==> src/rtl/pulse_pkg.sv <==
// Shared types and sizing helpers for the pulse stretcher.
// Holds the FSM state encoding and the counter width function.
package pulse_pkg;

  typedef enum logic {
    IDLE   = 1'b0,
    ACTIVE = 1'b1
  } state_e;

  function automatic int clog2(input int unsigned v);
    int          r;
    int unsigned x;
    r = 0;
    x = (v > 0) ? v - 1 : 0;
    while (x > 0) begin
      r = r + 1;
      x = x >> 1;
    end
    return r;
  endfunction

  // Width able to hold 0..w, never narrower than one bit.
  function automatic int cnt_width(input int unsigned w);
    int r;
    r = clog2(w + 1);
    return (r < 1) ? 1 : r;
  endfunction

endpackage

==> src/rtl/load_down_counter.sv <==
// Loadable down counter that holds at zero.
// Load has priority over enable; zero flags the held state.
module load_down_counter #(
  parameter int W = 4
) (
  input  logic         clk,
  input  logic         reset,
  input  logic         load,
  input  logic [W-1:0] load_val,
  input  logic         en,
  output logic [W-1:0] count,
  output logic         zero
);

  logic [W-1:0] count_q;
  logic [W-1:0] count_d;
  logic         zero_w;

  assign zero_w = (count_q == '0);

  always_comb begin
    count_d = count_q;
    unique case (1'b1)
      load:           count_d = load_val;
      en && !zero_w:  count_d = count_q - W'(1);
      default:        count_d = count_q;
    endcase
  end

  always_ff @(posedge clk) begin
    if (!reset) begin
      count_q <= '0;
    end else begin
      count_q <= count_d;
    end
  end

  assign count = count_q;
  assign zero  = zero_w;

endmodule

==> src/rtl/pulse_stretcher.sv <==
// Stretches a one-cycle tick into a WIDTH-cycle level.
// Optional retrigger; ignored ticks raise a one-cycle overrun.
module pulse_stretcher
  import pulse_pkg::*;
#(
  parameter int WIDTH     = 8,
  parameter bit RETRIGGER = 1'b1,
  localparam int CNT_W    = cnt_width(WIDTH)
) (
  input  logic             clk,
  input  logic             reset,
  input  logic             tick,
  output logic             level,
  output logic [CNT_W-1:0] remaining,
  output logic             done,
  output logic             overrun
);

  if (WIDTH < 1 || WIDTH > 65535) begin : g_bad_width
    $error("pulse_stretcher: WIDTH must be 1..65535");
  end

  localparam logic [CNT_W-1:0] RELOAD = CNT_W'(WIDTH - 1);

  state_e           state_q;
  state_e           state_d;
  logic             done_q;
  logic             done_d;
  logic             ovr_q;
  logic             ovr_d;
  logic             ld;
  logic             en;
  logic             retrig;
  logic [CNT_W-1:0] cnt;
  logic             cnt_zero;

  assign retrig = tick && RETRIGGER;

  load_down_counter #(
    .W (CNT_W)
  ) u_cnt (
    .clk      (clk),
    .reset    (reset),
    .load     (ld),
    .load_val (RELOAD),
    .en       (en),
    .count    (cnt),
    .zero     (cnt_zero)
  );

  always_ff @(posedge clk) begin
    if (!reset) begin
      state_q <= IDLE;
    end else begin
      state_q <= state_d;
    end
  end

  always_comb begin
    state_d = state_q;
    unique case (state_q)
      IDLE: begin
        if (tick) state_d = ACTIVE;
      end
      ACTIVE: begin
        if (!retrig && cnt_zero) state_d = IDLE;
      end
      default: state_d = IDLE;
    endcase
  end

  always_comb begin
    ld     = 1'b0;
    en     = 1'b0;
    done_d = 1'b0;
    ovr_d  = 1'b0;
    unique case (state_q)
      IDLE: begin
        ld = tick;
      end
      ACTIVE: begin
        ld     = retrig;
        en     = !retrig;
        // A reload on the last cycle keeps the window open: no done.
        done_d = cnt_zero && !retrig;
        ovr_d  = tick && !RETRIGGER;
      end
      default: begin
        ld = 1'b0;
      end
    endcase
  end

  always_ff @(posedge clk) begin
    if (!reset) begin
      done_q <= 1'b0;
      ovr_q  <= 1'b0;
    end else begin
      done_q <= done_d;
      ovr_q  <= ovr_d;
    end
  end

  assign level     = (state_q == ACTIVE);
  assign remaining = level ? cnt : '0;
  assign done      = done_q;
  assign overrun   = ovr_q;

endmodule

==> config.mk <==
export PLATFORM = sky130hd
export DESIGN_NAME = pulse_stretcher
export DESIGN_NICKNAME = d
export VERILOG_FILES = /design/src/rtl/pulse_pkg.sv /design/src/rtl/load_down_counter.sv /design/src/rtl/pulse_stretcher.sv
export SDC_FILE = /design/constraint.sdc
export NUM_CORES = 1
export LEC_CHECK = 0
export CORE_MARGIN = 2
export CORE_UTILIZATION = 29
export CTS_CLUSTER_SIZE = 8
export DETAILED_ROUTE_END_ITERATION = 8
export GPL_ROUTABILITY_DRIVEN = 1
export PLACE_DENSITY = 0.52
export SLEW_MARGIN = 20
export SYNTH_ARGS = -nofsm -noshare
export SYNTH_HDL_FRONTEND = slang
export SYNTH_HIERARCHICAL = 1
export SYNTH_SLANG_ARGS = --single-unit
==> constraint.sdc <==
create_clock -name clk -period 1.8 [get_ports clk]
set_input_delay 0.54 -clock clk [delete_from_list [all_inputs] [get_ports clk]]
set_output_delay 0.54 -clock clk [all_outputs]
set_load 0.005 [all_outputs]
* Yosys cells after proc, flatten, opt, wreduce, memory -nomap -nowiden *
Cells that the tools add are included.
W data, S select, Z words.

word-level totals
  logic and storage cells = 18
  output and inout port bits = 7
  bits of input ports = 3
  register bits after elaboration = 6

operators by class
  bitwise operators = 1
  add/subtract/negate cells = 1
  reduce and logical (&&, ||, !) cells = 7
  muxes and demuxes = 6

operators by type and width
  cell                   count
  $pmux W4 S2            1
  $logic_not A4 Y1       1
  $mux W4                1
  $sub A4 B1 Y4 const B  1
  $mux W1                3
  $logic_and A1 B1 Y1    2
  $logic_not A1 Y1       2
  $pmux W1 S2            1
  $reduce_and A2 Y1      1
  $reduce_bool A2 Y1     1
  $not A1 Y1             1

* Depth between registers and ports, before layout *
Gate-level depths: netlist of the first run.

  depth after elaboration = 4
  depth in mapped cells = 7
  gate-level depth less buffers = 6

* Cells and area by module *
Netlist of the first run, hierarchy kept.

by module, submodules not included
  module             sequential area each (µm²)  area an instance (µm²)  cells each  instances
  load_down_counter  80.1                        286.5                   33          1
  pulse_stretcher    40.0                        107.6                   13          1

* Worst setup path before layout of the first run *
No wires, ideal clock.

  kind = register to register
  start = reg u_cnt.count_q[0] (netlist: u_cnt/count[0])
  end = reg u_cnt.count_q[0] (netlist: u_cnt/count[0])
  slack = 0.310 ns
  buffers on the path = 1
  stages on the path, launching flop included = 7
  arrival time = 1.410 ns
  clock period less this slack = 1.490 ns
  setup time = 0.079 ns
  data required time = 1.721 ns
  path through = dfxtp_1 inv_1 ha_1 or3b_1 buf_6 a22o_1 a211oi_2

on the way
  cells in the longest elaborated chain, start to end = 4
  elaborated cells on any way between the ends = 6
  those cells by class = add/sub: 1; mux: 1; reduce/logical: 4

ends and longest elaborated chain
  element                                                RTL line                 RTL
  start: declaration                                     load_down_counter.sv:15  logic [W-1:0] count_q;
  start signal: assignment                               load_down_counter.sv:34  count_q <= count_d;
  branches (longest 4 deep; another with $sub A4 B1 Y4)  -

Several ways; the timed one is not identified.
A chain may end at the register's enable or synchronous reset.

* Worst setup path in the final report of the first run *
  start = reg state_q (netlist: level)
  end = out remaining[1]

on the way
  cells in the longest elaborated chain, start to end = 1

ends and longest elaborated chain
  element                   RTL line                RTL
  start: declaration        pulse_stretcher.sv:25   state_e state_q;
  start signal: assignment  pulse_stretcher.sv:55   state_q <= state_d;
  $mux W4                   pulse_stretcher.sv:105  assign remaining = level ? cnt : '0;
  end: declaration          pulse_stretcher.sv:14   output logic [CNT_W-1:0] remaining,

No other way between the ends.

==> results of run 1 <==
[layout by cell type (no fill, tap or decap)]
master / n
o21a_1: 1
inv_1: 5
dfxtp_4: 5
nor4_1: 1
a21oi_1: 1
a221oi_2: 1
conb_1: 6
a31oi_1: 2
clkdlybuf4s50_1: 6
buf_4: 3
dlymetal6s2s_1: 2
o311ai_0: 1
nand2b_1: 1
a311oi_1: 1
or3b_1: 1
a22o_1: 1
nor3b_1: 1
mux2i_1: 1
a221oi_1: 1
ha_1: 1
and2_1: 4
dfxtp_1: 1
nor2b_1: 2
and3_1: 1
a21o_1: 2
a211oi_2: 1
nand2_1: 2
clkbuf_4: 3
a22oi_1: 1
and2b_1: 1
[kinds of logic after synthesis]
kind of cell / synth area share (%)
other: 1.91
buffers and inverters: 11.7
flip-flops: 30.5
adder cells (fa/ha/maj): 3.17
AO/OA/AOI/OAI: 27.9
multiplexers: 2.54
AND/OR/NAND/NOR: 22.2
[worst register-to-register path: stages, from the launching register on]
cell and delay (ns):
dfxtp_4 0.34, inv_1 0.05, ha_1 0.19, or3b_1 0.49, a22o_1 0.24, a211oi_2 0.19
[power breakdown]
group | switching, mW | internal, mW | total [mW]
registers | 0.0111 | 0.143 | 0.154
clock network | 0.0486 | 0.0754 | 0.124
logic | 0.0422 | 0.0481 | 0.0903
[path summary, 6_finish.rpt]
kind / from / slack [ns] / endpoint
setup / recovery: level$_SDFF_PN0_ / 0.04 / remaining[1]
hold reg to reg: u_cnt/count[2]$_SDFFE_PN0P_ / 0.49 / u_cnt/count[2]$_SDFFE_PN0P_
hold / removal: u_cnt/count[2]$_SDFFE_PN0P_ / 0.49 / u_cnt/count[2]$_SDFFE_PN0P_
setup reg to reg: u_cnt/count[0]$_SDFFE_PN0P_ / 0.22 / u_cnt/count[0]$_SDFFE_PN0P_
[what timing repair did]
item                                    CTS  global route
endpoints found under the setup margin    4             4
resized for setup                         5             7
buffers inserted                          0             2
cloned                                    0             0
[flip-flops by register name, indices dropped and copies added, names as in the netlist]
| name | cells |
|---|---|
| done | 1 |
| level | 1 |
| u_cnt/count | 4 |
[layout make-up]
class / instances / area, µm²
fillers: 136 / 736
well taps: 15 / 18.8
clock buffers: 3 / 22.5
multi-input cells: 35 / 243
flip-flops and latches: 6 / 139
inverters: 5 / 18.8
repair buffers: 11 / 108
[stage by stage]
stage	worst slack, ns	cells	hold slack (ns)
6_report	0.0395	75	0.494
2_1_floorplan	0.310	50	0.471
4_1_cts	0.00184	73	0.489
5_1_grt	-0.000250	75	0.520
3_5_place_dp	-0.102	70	0.516
3_3_place_gp	-0.102	70	0.518
[layer usage]
layer  routed length [µm]  part of all wire (%)
met5                    0                     0
met4                   19                   2.5
met1                  345                    45
met2                  390                    50
met3                   20                   2.6
==> flow_summary.ini, run 1 <==
[run_status]
status = finished, final reports clean

[routing]
drc = 0
drt_wl_total_um = 775
drt_iter0_markers = 8
wire_per_inst_um = 10.3
vias = 352
ant_nets = 0
firstDrtPassIters = 3
viasPerCell = 4.69

[yosys]
yosysUniqueCellTypes = 29
synth-edff-count = 0
synth.area.top_cells = dfxtp_1 30%, and2_1 6.3%, inv_1 4.8%
ys_ff_latch = 6
synth_warnings = 6
synthCells = 46
synth_top_area_cell = dfxtp_1
synth_area_um2 = 394
synth_top_area_share_pct = 30.5
synth.avg_cell_area_um2 = 8.57
yosysSeqAreaShare_pct = 30.5
synth_ff_type = dfxtp_1
synthArstFlopShare_pct = 0
ys_top_cells_by_count = 6 x dfxtp_1, 5 x inv_1, 4 x and2_1
synthMostInstantiatedCell = dfxtp_1

[floorplan]
dieArea_um2 = 1670
row_count = 13
core_area_um2 = 1280
io_pins = 10
initial_utilization_pct = 30.7
fp.dieH_um = 40.9
dieWidth_um = 40.9

[global_routing]
first_global_vias = 288
gr-usage-met2_pct = 16.4
grt_use_total_pct = 11.6
grt_pass1_wl_um = 1170
overflow = 0
use_met1_pct = 13.1
antenna_found_initial = 0
grtUsageMet3_pct = 1.63
top_usage_layer = met2
grt_max_degree = 13

[final_layout]
final_util_pct = 42.7
design_area_um2 = 549
nNetsFinal = 66
antenna_cells = 0
drive_gt1_share_pct = 21.7
synthToLayoutAreaGrowth_pct = 39.4

[setup_path]
cp_slowest_cell = clkdlybuf4s50_1
crit_path_end_kind = output port
startpoint_type = flop
critical_path_class = flop to output port
cp_top_family = buffers and inverters
path_cells = and2_1, clkdlybuf4s50_1
path_buf_inv = 1
crit_arrival_ns = 1.22
cp_num_cells = 2
critPathMaxFanout = 7
cp.required_ns = 1.26
rr_worst_depth = 5
slowest_delay_ns = 0.49

[place]
dpl_cell_area_um2 = 488
routabilityCongestion = 0.698
port_buffers = 8

[pwr]
p_leak_nw = 0.273
power_uw = 368
vdd_drop_max_uv = 236
powerDensity_nw_per_um2 = 670

[sta]
finClkSkew_ns = 0.00396
period_needed_ns = 1.76
period_share_pct = 97.8
fmax_mhz = 568
setup_tns_ns = 0
setup_viol_count_final = 0
hold_viol = 0
drv_slew = 0

[clock_network]
cts_buffers = 3
worstSkewPairLatency_ns = 0.24
clock_path_buffers = 2
cts.htree.levels = 1
path_clk_slew_ns = 0.04
hold_buffers = 0
root_buffer = clkbuf_4
clock_sinks = 6
cts_tree = yes

[hold_path]
hold_path_depth = 2
hold_path_class = flop to flop

[flow_run]
drv_cap = 0
No activity file was read; power rests on OpenSTA's default activity.
==> run 2: changes to the inputs <==
--- a/config.mk
+++ b/config.mk
@@ -9,8 +9,9 @@
 export CORE_UTILIZATION = 29
 export CTS_CLUSTER_SIZE = 8
 export DETAILED_ROUTE_END_ITERATION = 8
+export DONT_BUFFER_PORTS = 1
 export GPL_ROUTABILITY_DRIVEN = 1
-export PLACE_DENSITY = 0.52
+export PLACE_DENSITY = 0.43
 export SLEW_MARGIN = 20
 export SYNTH_ARGS = -nofsm -noshare
 export SYNTH_HDL_FRONTEND = slang
==> run 2 against run 1 <==
Net effect: non-clock buffer count is 11 lower; register-to-register slack worse by 0.05 ns; cell area fell by 23%; critical path type is now flop to flop; largest cell class unchanged.
==> flow_summary.ini, run 2 (synthesis results as in run 1) <==
[setup_path]
cp_top_family = simple AND/OR/NAND/NOR gates
critPathMaxFanout = 7
slowest_delay_ns = 0.49
startpoint_type = flop
cp_slowest_cell = or3b_1
critical_path_class = flop to flop
crit_path_end_kind = flop
path_buf_inv = 1
path_cells = inv_1, ha_1, or3b_1, a22o_1, a211oi_2
cp.required_ns = 1.97
crit_arrival_ns = 1.80

[clock_network]
cts_tree = yes
post_cts_buffers = 0
clock_sinks = 6
clock_path_buffers = 2
root_buffer = clkbuf_4
cts_buffers = 3
hold_buffers = 0
path_clk_slew_ns = 0.05
cts.htree.levels = 1
worstSkewPairLatency_ns = 0.24
post_cts_resized = 0

[place]
port_buffers = 0
hpwl_um = 547
pre_cts_slack_ns = 0.171
routabilityCongestion = 0.685

[sta]
setup_tns_ns = 0
period_needed_ns = 1.63
finClkSkew_ns = 0.00500
hold_viol = 0
fmax_mhz = 612
drv_slew = 0
setup_viol_count_final = 0
rsz0062_at_grt = no
period_share_pct = 90.8
layout_setup_ws_ns = 0.166

[routing]
drt_iter0_markers = 10
wire_per_inst_um = 12.0
viasPerCell = 5.09
firstDrtPassIters = 4
vias = 326
ant_nets = 0
drt_wl_total_um = 767
drc = 0

[final_layout]
fillers = 147
drive_gt1_share_pct = 10.2
final_cell_mix = 6 x conb_1, 6 x dfxtp_1, 5 x inv_1
synthToLayoutAreaGrowth_pct = 7.30
seqCellArea_um2 = 120
nNetsFinal = 55
multi_input_comb_area_um2 = 243
antenna_cells = 0
largest_reg_flops = 4

[pwr]
vdd_drop_max_uv = 422
power_uw = 345
powerDensity_nw_per_um2 = 815
p_leak_nw = 0.190

[global_routing]
overflow = 0
grt_max_degree = 13
grt_pass1_wl_um = 1310
antenna_found_initial = 0
grt_use_total_pct = 12.2
first_global_vias = 311

[floorplan]
dieArea_um2 = 1670
initial_utilization_pct = 30.7
fp.dieH_um = 40.9
dieWidth_um = 40.9
row_count = 13
io_pins = 10
core_area_um2 = 1280

[hold_path]
hold_path_class = input port to flop

[flow_run]
drv_cap = 0

[run_status]
status = finished, final reports clean
==> run 2: changes by cell type in the layout (fill, tap and decap cells not counted), sizes merged <==
cell,before,now
clkdlybuf4s50,6,0
buf,3,0
dlymetal6s2s,2,0
==> run 2: worst register-to-register path: stages, from the launching register on <==
cell      delay, ns
dfxtp_1        0.36
inv_1          0.08
ha_1           0.19
or3b_1         0.49
a22o_1         0.24
a211oi_2       0.20
==> run 2: layout make-up <==
cell class	instances	share of cell area, %
flip-flops and latches	6	28.4
well taps	15	4.44
inverters	5	4.44
clock buffers	3	5.33
multi-input cells	35	57.4
==> run 2: where the power goes <==
part	switching, mW	internal [mW]	total [mW]
combinational	0.0352	0.0296	0.0648
clock	0.0478	0.0754	0.123
sequential	0.0135	0.143	0.157
==> run 2: metrics by stage <==
step           cell area, µm²  util [%]  std cells  hold WS (ns)
6_report                  423      32.9         64         0.423
5_1_grt                   423      32.9         64         0.416
4_1_cts                   423      32.9         64         0.414
3_5_place_dp              400      31.2         61         0.506
3_3_place_gp              400      31.2         61         0.503
2_1_floorplan             409         -         50         0.471
==> run 2: worst paths after layout <==
| kind | startpoint | to | slack [ns] | depth (start not counted) |
|---|---|---|---|---|
| hold reg to reg | u_cnt/count[2]$_SDFFE_PN0P_ | u_cnt/count[2]$_SDFFE_PN0P_ | 0.52 | 2 |
| hold / removal | reset | level$_SDFF_PN0_ | 0.42 | 1 |
| setup / recovery | u_cnt/count[0]$_SDFFE_PN0P_ | u_cnt/count[0]$_SDFFE_PN0P_ | 0.17 | 5 |
| setup reg to reg | u_cnt/count[0]$_SDFFE_PN0P_ | u_cnt/count[0]$_SDFFE_PN0P_ | 0.17 | 5 |
==> run 2: metal layers <==
layer  vias up  part of all wire, %  track usage [%]
met2        12                   46             17.6
met5         -                    0                0
met3         0                  7.7             8.15
met4         0                    0             2.50
met1       151                   46             15.0
li1        163                    -                -
==> run 3: changes to the inputs <==
--- a/config.mk
+++ b/config.mk
@@ -5,6 +5,8 @@
 export SDC_FILE = /design/constraint.sdc
 export NUM_CORES = 1
 export LEC_CHECK = 0
+export ABC_AREA = 1
+export CAP_MARGIN = 20
 export CORE_MARGIN = 2
 export CORE_UTILIZATION = 29
 export CTS_CLUSTER_SIZE = 8
==> run 3 against run 2 <==
Net effect: critical path type is now flop to output port; critical endpoint is now remaining[1]; largest power group unchanged; clock skew decreased by 0.0019 ns; synthesized cell count increased by 39%; clock power increased by 6%; fmax increased by 15%; sequential power about the same; utilization increased by 2.1 points; first-iteration DRC count decreased by 40%.
==> flow_summary.ini, run 3 <==
[setup_path]
path_cells = nand2_1, inv_1
cp.required_ns = 1.26
crit_path_end_kind = output port
ff2ff_setup_slack_ns = 0.55
critical_path_class = flop to output port
critPathMaxFanout = 7
startpoint_type = flop
crit_arrival_ns = 0.88
slowest_delay_ns = 0.48
rr_worst_depth = 8
timing.rr.end = u_cnt/count[3]$_SDFFE_PN0P_
r2r-start = u_cnt/count[0]$_SDFFE_PN0P_
cp_slowest_cell = dfxtp_1

[clock_network]
cts.htree.levels = 1
clock_path_buffers = 2
clock_sinks = 6
hold_buffers = 0
cts_tree = yes
path_clk_slew_ns = 0.05
post_cts_buffers = 0
worstSkewPairLatency_ns = 0.25
post_cts_resized = 0
root_buffer = clkbuf_4
cts_buffers = 3

[place]
routabilityCongestion = 0.786
port_buffers = 0
dpl_cell_area_um2 = 444
hpwl_um = 607
dp.cells = 81

[floorplan]
dieWidth_um = 42.1
dieArea_um2 = 1770
core_area_um2 = 1330
io_pins = 10
initial_utilization_pct = 31.6
fp.dieH_um = 42.1
row_count = 13

[routing]
viasPerCell = 4.32
firstDrtPassIters = 2
drc = 0
drt_iter0_markers = 6
vias = 363
drt_wl_total_um = 760
wire_per_inst_um = 9.05
ant_nets = 0

[pwr]
vdd_drop_max_uv = 313
powerDensity_nw_per_um2 = 782
p_leak_nw = 0.260

[global_routing]
overflow = 0
first_global_vias = 280
grt_use_total_pct = 10.5
antenna_found_initial = 0
grt_pass1_wl_um = 1300
grt_max_degree = 10

[yosys]
synthCells = 64
synthArstFlopShare_pct = 0
synth_top_area_share_pct = 28.5
yosysSeqAreaShare_pct = 28.5
synth_ff_type = dfxtp_1
synth_top_area_cell = dfxtp_1
yosysUniqueCellTypes = 20
synth_warnings = 6
synth_area_um2 = 422
synth.area.top_cells = dfxtp_1 28%, nand2_1 14%, inv_1 12%
synth.avg_cell_area_um2 = 6.59
ys_top_cells_by_count = 16 x nand2_1, 13 x inv_1, 6 x dfxtp_1
synthMostInstantiatedCell = nand2_1
ys_ff_latch = 6
synth-edff-count = 0

[final_layout]
synthToLayoutAreaGrowth_pct = 10.7
design_area_um2 = 467
nNetsFinal = 75
layout.cells.non_filler = 84
drive_gt1_share_pct = 23.2
largest_reg_flops = 4
final_cell_mix = 16 x nand2_1, 13 x inv_1, 6 x dfxtp_1
final_util_pct = 35.0
antenna_cells = 0
mostFrequentLayoutCell = nand2_1
fillers = 157

[sta]
hold_viol = 0
rsz0062_at_grt = no
setup_viol_count_final = 0
period_needed_ns = 1.42
setup_tns_ns = 0
period_share_pct = 79.0
fmax_mhz = 703
drv_slew = 0
finClkSkew_ns = 0.00311
whs_ns = 0.353

[hold_path]
hold_path_depth = 1
hold_end = done$_SDFF_PN0_
hold_path_class = input port to flop
hold_start = tick

[flow_run]
drv_cap = 0

[run_status]
status = finished, final reports clean
-- run 3: changes by cell type in the layout (fill, tap and decap cells not counted), moves of 3 or more --
cell / delta
nand2_1: +14
inv_1: +8
and2_1: -4
nor2_1: +4
a21oi_2: +3
inv_2: +3
nand3_1: +3
-- run 3: power breakdown --
part	internal (mW)	total (mW)	switching (mW)
Combinational	0.0314	0.0790	0.0476
Clock	0.0758	0.130	0.0542
Sequential	0.143	0.156	0.0127
Total	0.251	0.365	0.114
-- run 3: worst max path at each step --
stage | startpoint | end | slack [ns] | depth (start not counted)
final | level$_SDFF_PN0_ | remaining[1] | 0.38 | 2
after global routing | level$_SDFF_PN0_ | remaining[0] | 0.27 | 2
after CTS | level$_SDFF_PN0_ | remaining[1] | 0.34 | 2
after detailed placement | u_cnt/count[0]$_SDFFE_PN0P_ | u_cnt/count[3]$_SDFFE_PN0P_ | 0.55 | 8
after global placement | u_cnt/count[0]$_SDFFE_PN0P_ | u_cnt/count[3]$_SDFFE_PN0P_ | 0.56 | 8
after floorplan | u_cnt/count[0]$_SDFFE_PN0P_ | u_cnt/count[3]$_SDFFE_PN0P_ | 0.63 | 8
-- run 3: metal layers --
metal  vias up  part of all wire (%)  track usage, %
met2         8                    42            12.8
li1        197                     -               -
met3         4                   3.0            2.59
met5         -                     0               0
met1       154                    50            13.1
met4         0                   4.7            13.1
-- run 3: critical path: cells and delay by family, from the launching register on --
family        cells  cell delay [ns]
simple gates      1             0.08
flops             1             0.48
buf+inv           1             0.08
-- run 3: through the flow --
step	setup WS, ns	power (mW)
floorplan	0.634	0.229
global placement	0.558	0.239
detailed placement	0.548	0.239
CTS	0.339	0.377
global route	0.266	0.391
finish	0.378	0.365
-- run 3: cells by family after synthesis --
family                     synth area share [%]
AOI/OAI and AO/OA                          15.1
xor gates and xnor gates                   2.08
other                                      1.78
buffers and inverters                      17.5
and+or+nand+nor                            32.0
DFF                                        28.5
adders and majority gates                  2.97
-- run 3: final cells by class --
cell class / instances / area (µm²) / area share (%)
clock buffer: 3 / 22.5 / 4.83
inverter: 17 / 66.3 / 14.2
multi-input combinational: 43 / 239 / 51.2
sequential: 6 / 120 / 25.7
tap: 15 / 18.8 / 4.02
==> edit: new RTL, config.mk and constraints of run 2 <==
The parameter `RETRIGGER` goes from 1'b1 to 1'b0.
--- a/src/rtl/pulse_stretcher.sv
+++ b/src/rtl/pulse_stretcher.sv
@@ -4,7 +4,7 @@
   import pulse_pkg::*;
 #(
   parameter int WIDTH     = 8,
-  parameter bit RETRIGGER = 1'b1,
+  parameter bit RETRIGGER = 1'b0,
   localparam int CNT_W    = cnt_width(WIDTH)
 ) (
   input  logic             clk,
Formal check against the unedited RTL: not equivalent (a bounded check fails within 4 cycles, from zero or initial values and one cycle with reset low).
==> edit against run 2 <==
  * Count of clock-buffer cells in the layout is 1 higher
  * Cell area is 9.5% higher
  * Sequential share of layout area is 1.9 points higher
  * Hold slack better by 7.0 ps
  * Area after synthesis is 4.4% higher
  * Sequential cell count is 1 higher
  * Clock power is 13% higher
  * Non-clock buffer count is 2 higher
  * Wire length is 6.3% higher
  * Power is 33% higher
  * Die area is 4.0% higher
  * Combinational power is 82% higher
  * Final cell count is 6.3% higher
  * Worst setup slack better by 4.6 ps
  * Critical path type unchanged
  * Highest routed layer unchanged
==> edit: results (changes against run 2) <==
* Clock Buffer Count at 4 (+1)
* Met3 Use GR at 4.348% (-3.8 points)
* Placed Area at 436.7 sq um (+9.1%)
* Dpl cells at 64 (+4.9%)
* Seq cells at 7 (+1)
* Share of cells above drive strength 1 at 13.21% (+3.0 points)
* Hold Path Class: input pin to register
* H-Tree Depth at 1 (unchanged)
* Clock skew at 0.7190 ps (-4.284 ps)
* Final wirelength at 815 microns (+6.3%)
* Dpl ws at 171.5 ps (+0.06600 ps)
* Vias in the first global route at 310 (-0.32%)
* Reg area at 140.1 sq um (+17%)
* Total track usage at 10.68% (-1.6 points)
* Fraction of area in multi-input gates at 52.70% (-4.7 points)
* Post-synthesis sequential area ratio at 34.04% (+3.6 points)
* Starting DRT DRC Count at 4 (-6)
* Detail Route met2 WL at 376 microns (+6.8%)
* Seq pwr share at 43.9% (-1.6 points)
* Vias at 340 (+4.3%)
* Largest net degree at the start of global routing at 16 (+3)
* Gpl congestion at 0.6949 (+1.5%)
* Nonclk buf count at 2 (+2)
* M1 GR Usage at 12.40% (-2.6 points)
* PortBufs at 0 (unchanged)
* Non-clock buffer share at 3.243% (+3.2 points)
* Slowest-stage cell, CP: or3b_1
* Met3 WL at 42 microns (-29%)
* Compound-gate portion of the synthesized area at 27.36% (-0.58 points)
* Warnings from Yosys at 6 (unchanged)
* WL/cell at 11.99 microns (about the same)
* HPWL after DPL at 631.1 microns (+15%)
* Nets at 58 (+5.5%)
* XOR/XNOR share of the synthesized area at 0% (unchanged)
* Synth Instances at 47 (+2.2%)
* Adder-Cell Fraction of Synth Area at 3.040% (-0.14 points)
* First-pass GRT wire length at 1.366 mm (+4.2%)
* Sw Share at 31.43% (+3.4 points)
* Root buffer cell: clkbuf_4
* Clock-pin slew on the worst setup and hold paths at 50 ps (about the same)
* Top cells by area, synth: dfxtp_1, and2_1, inv_1
* Leakage at 0.2154 nW (+13%)
* Setup bufs post-CTS at 0 (unchanged)
* Comb. pwr at 0.000118 W (+82%)
* Clock buf/inv share at 5.676% (+0.35 points)
* Status: completed
* Max FFs per register at 4 (unchanged)
* Top Layer Used: met3
* Worst vdd ir at 0.0003565 V (-15%)
* Top cells by count, synth: dfxtp_1, inv_1, and2_1
* GRT met2 Usage at 14.69% (-2.9 points)
* Mux share of post-synthesis cell area at 2.432% (-0.11 points)
* Fillers at 146 (-0.68%)
* # Taps at 15 (unchanged)
* Met1 Wirelength at 396 microns (+12%)
* Netlist cell types at 27 (-6.9%)
* Post-synthesis to final-layout area growth at 12.46%
* Combinational Power Share at 25.8% (+7.0 points)
* TritonCTS buffer count at 3 (unchanged)
-- edit: cell count changes after synthesis --
cell            run 2  this run
o21a_1              1         0
and2b_1             1         0
buf_4               1         0
o211a_1             0         1
nand2_1             2         3
dfxtp_1             6         7
and3_1              1         2
-- edit: final timing paths --
| path | start | endpoint | slack [ps] | depth (start not counted) |
|---|---|---|---|---|
| max | u_cnt/count[0] | u_cnt/count[0] | 170 | 5 |
| min | reset | level | 430 | 1 |
| max reg2reg | u_cnt/count[0] | u_cnt/count[0] | 170 | 5 |
| min reg2reg | u_cnt/count[2] | u_cnt/count[2] | 510 | 2 |
-- edit: worst max-delay path: cells and delay by family, from the launching register on --
kind | cells | cell delay, ps
AO/OA/AOI/OAI | 2 | 440
adder cells (fa/ha/maj) | 1 | 180
buffers and inverters | 1 | 80
flip-flops | 1 | 360
AND/OR/NAND/NOR | 1 | 480
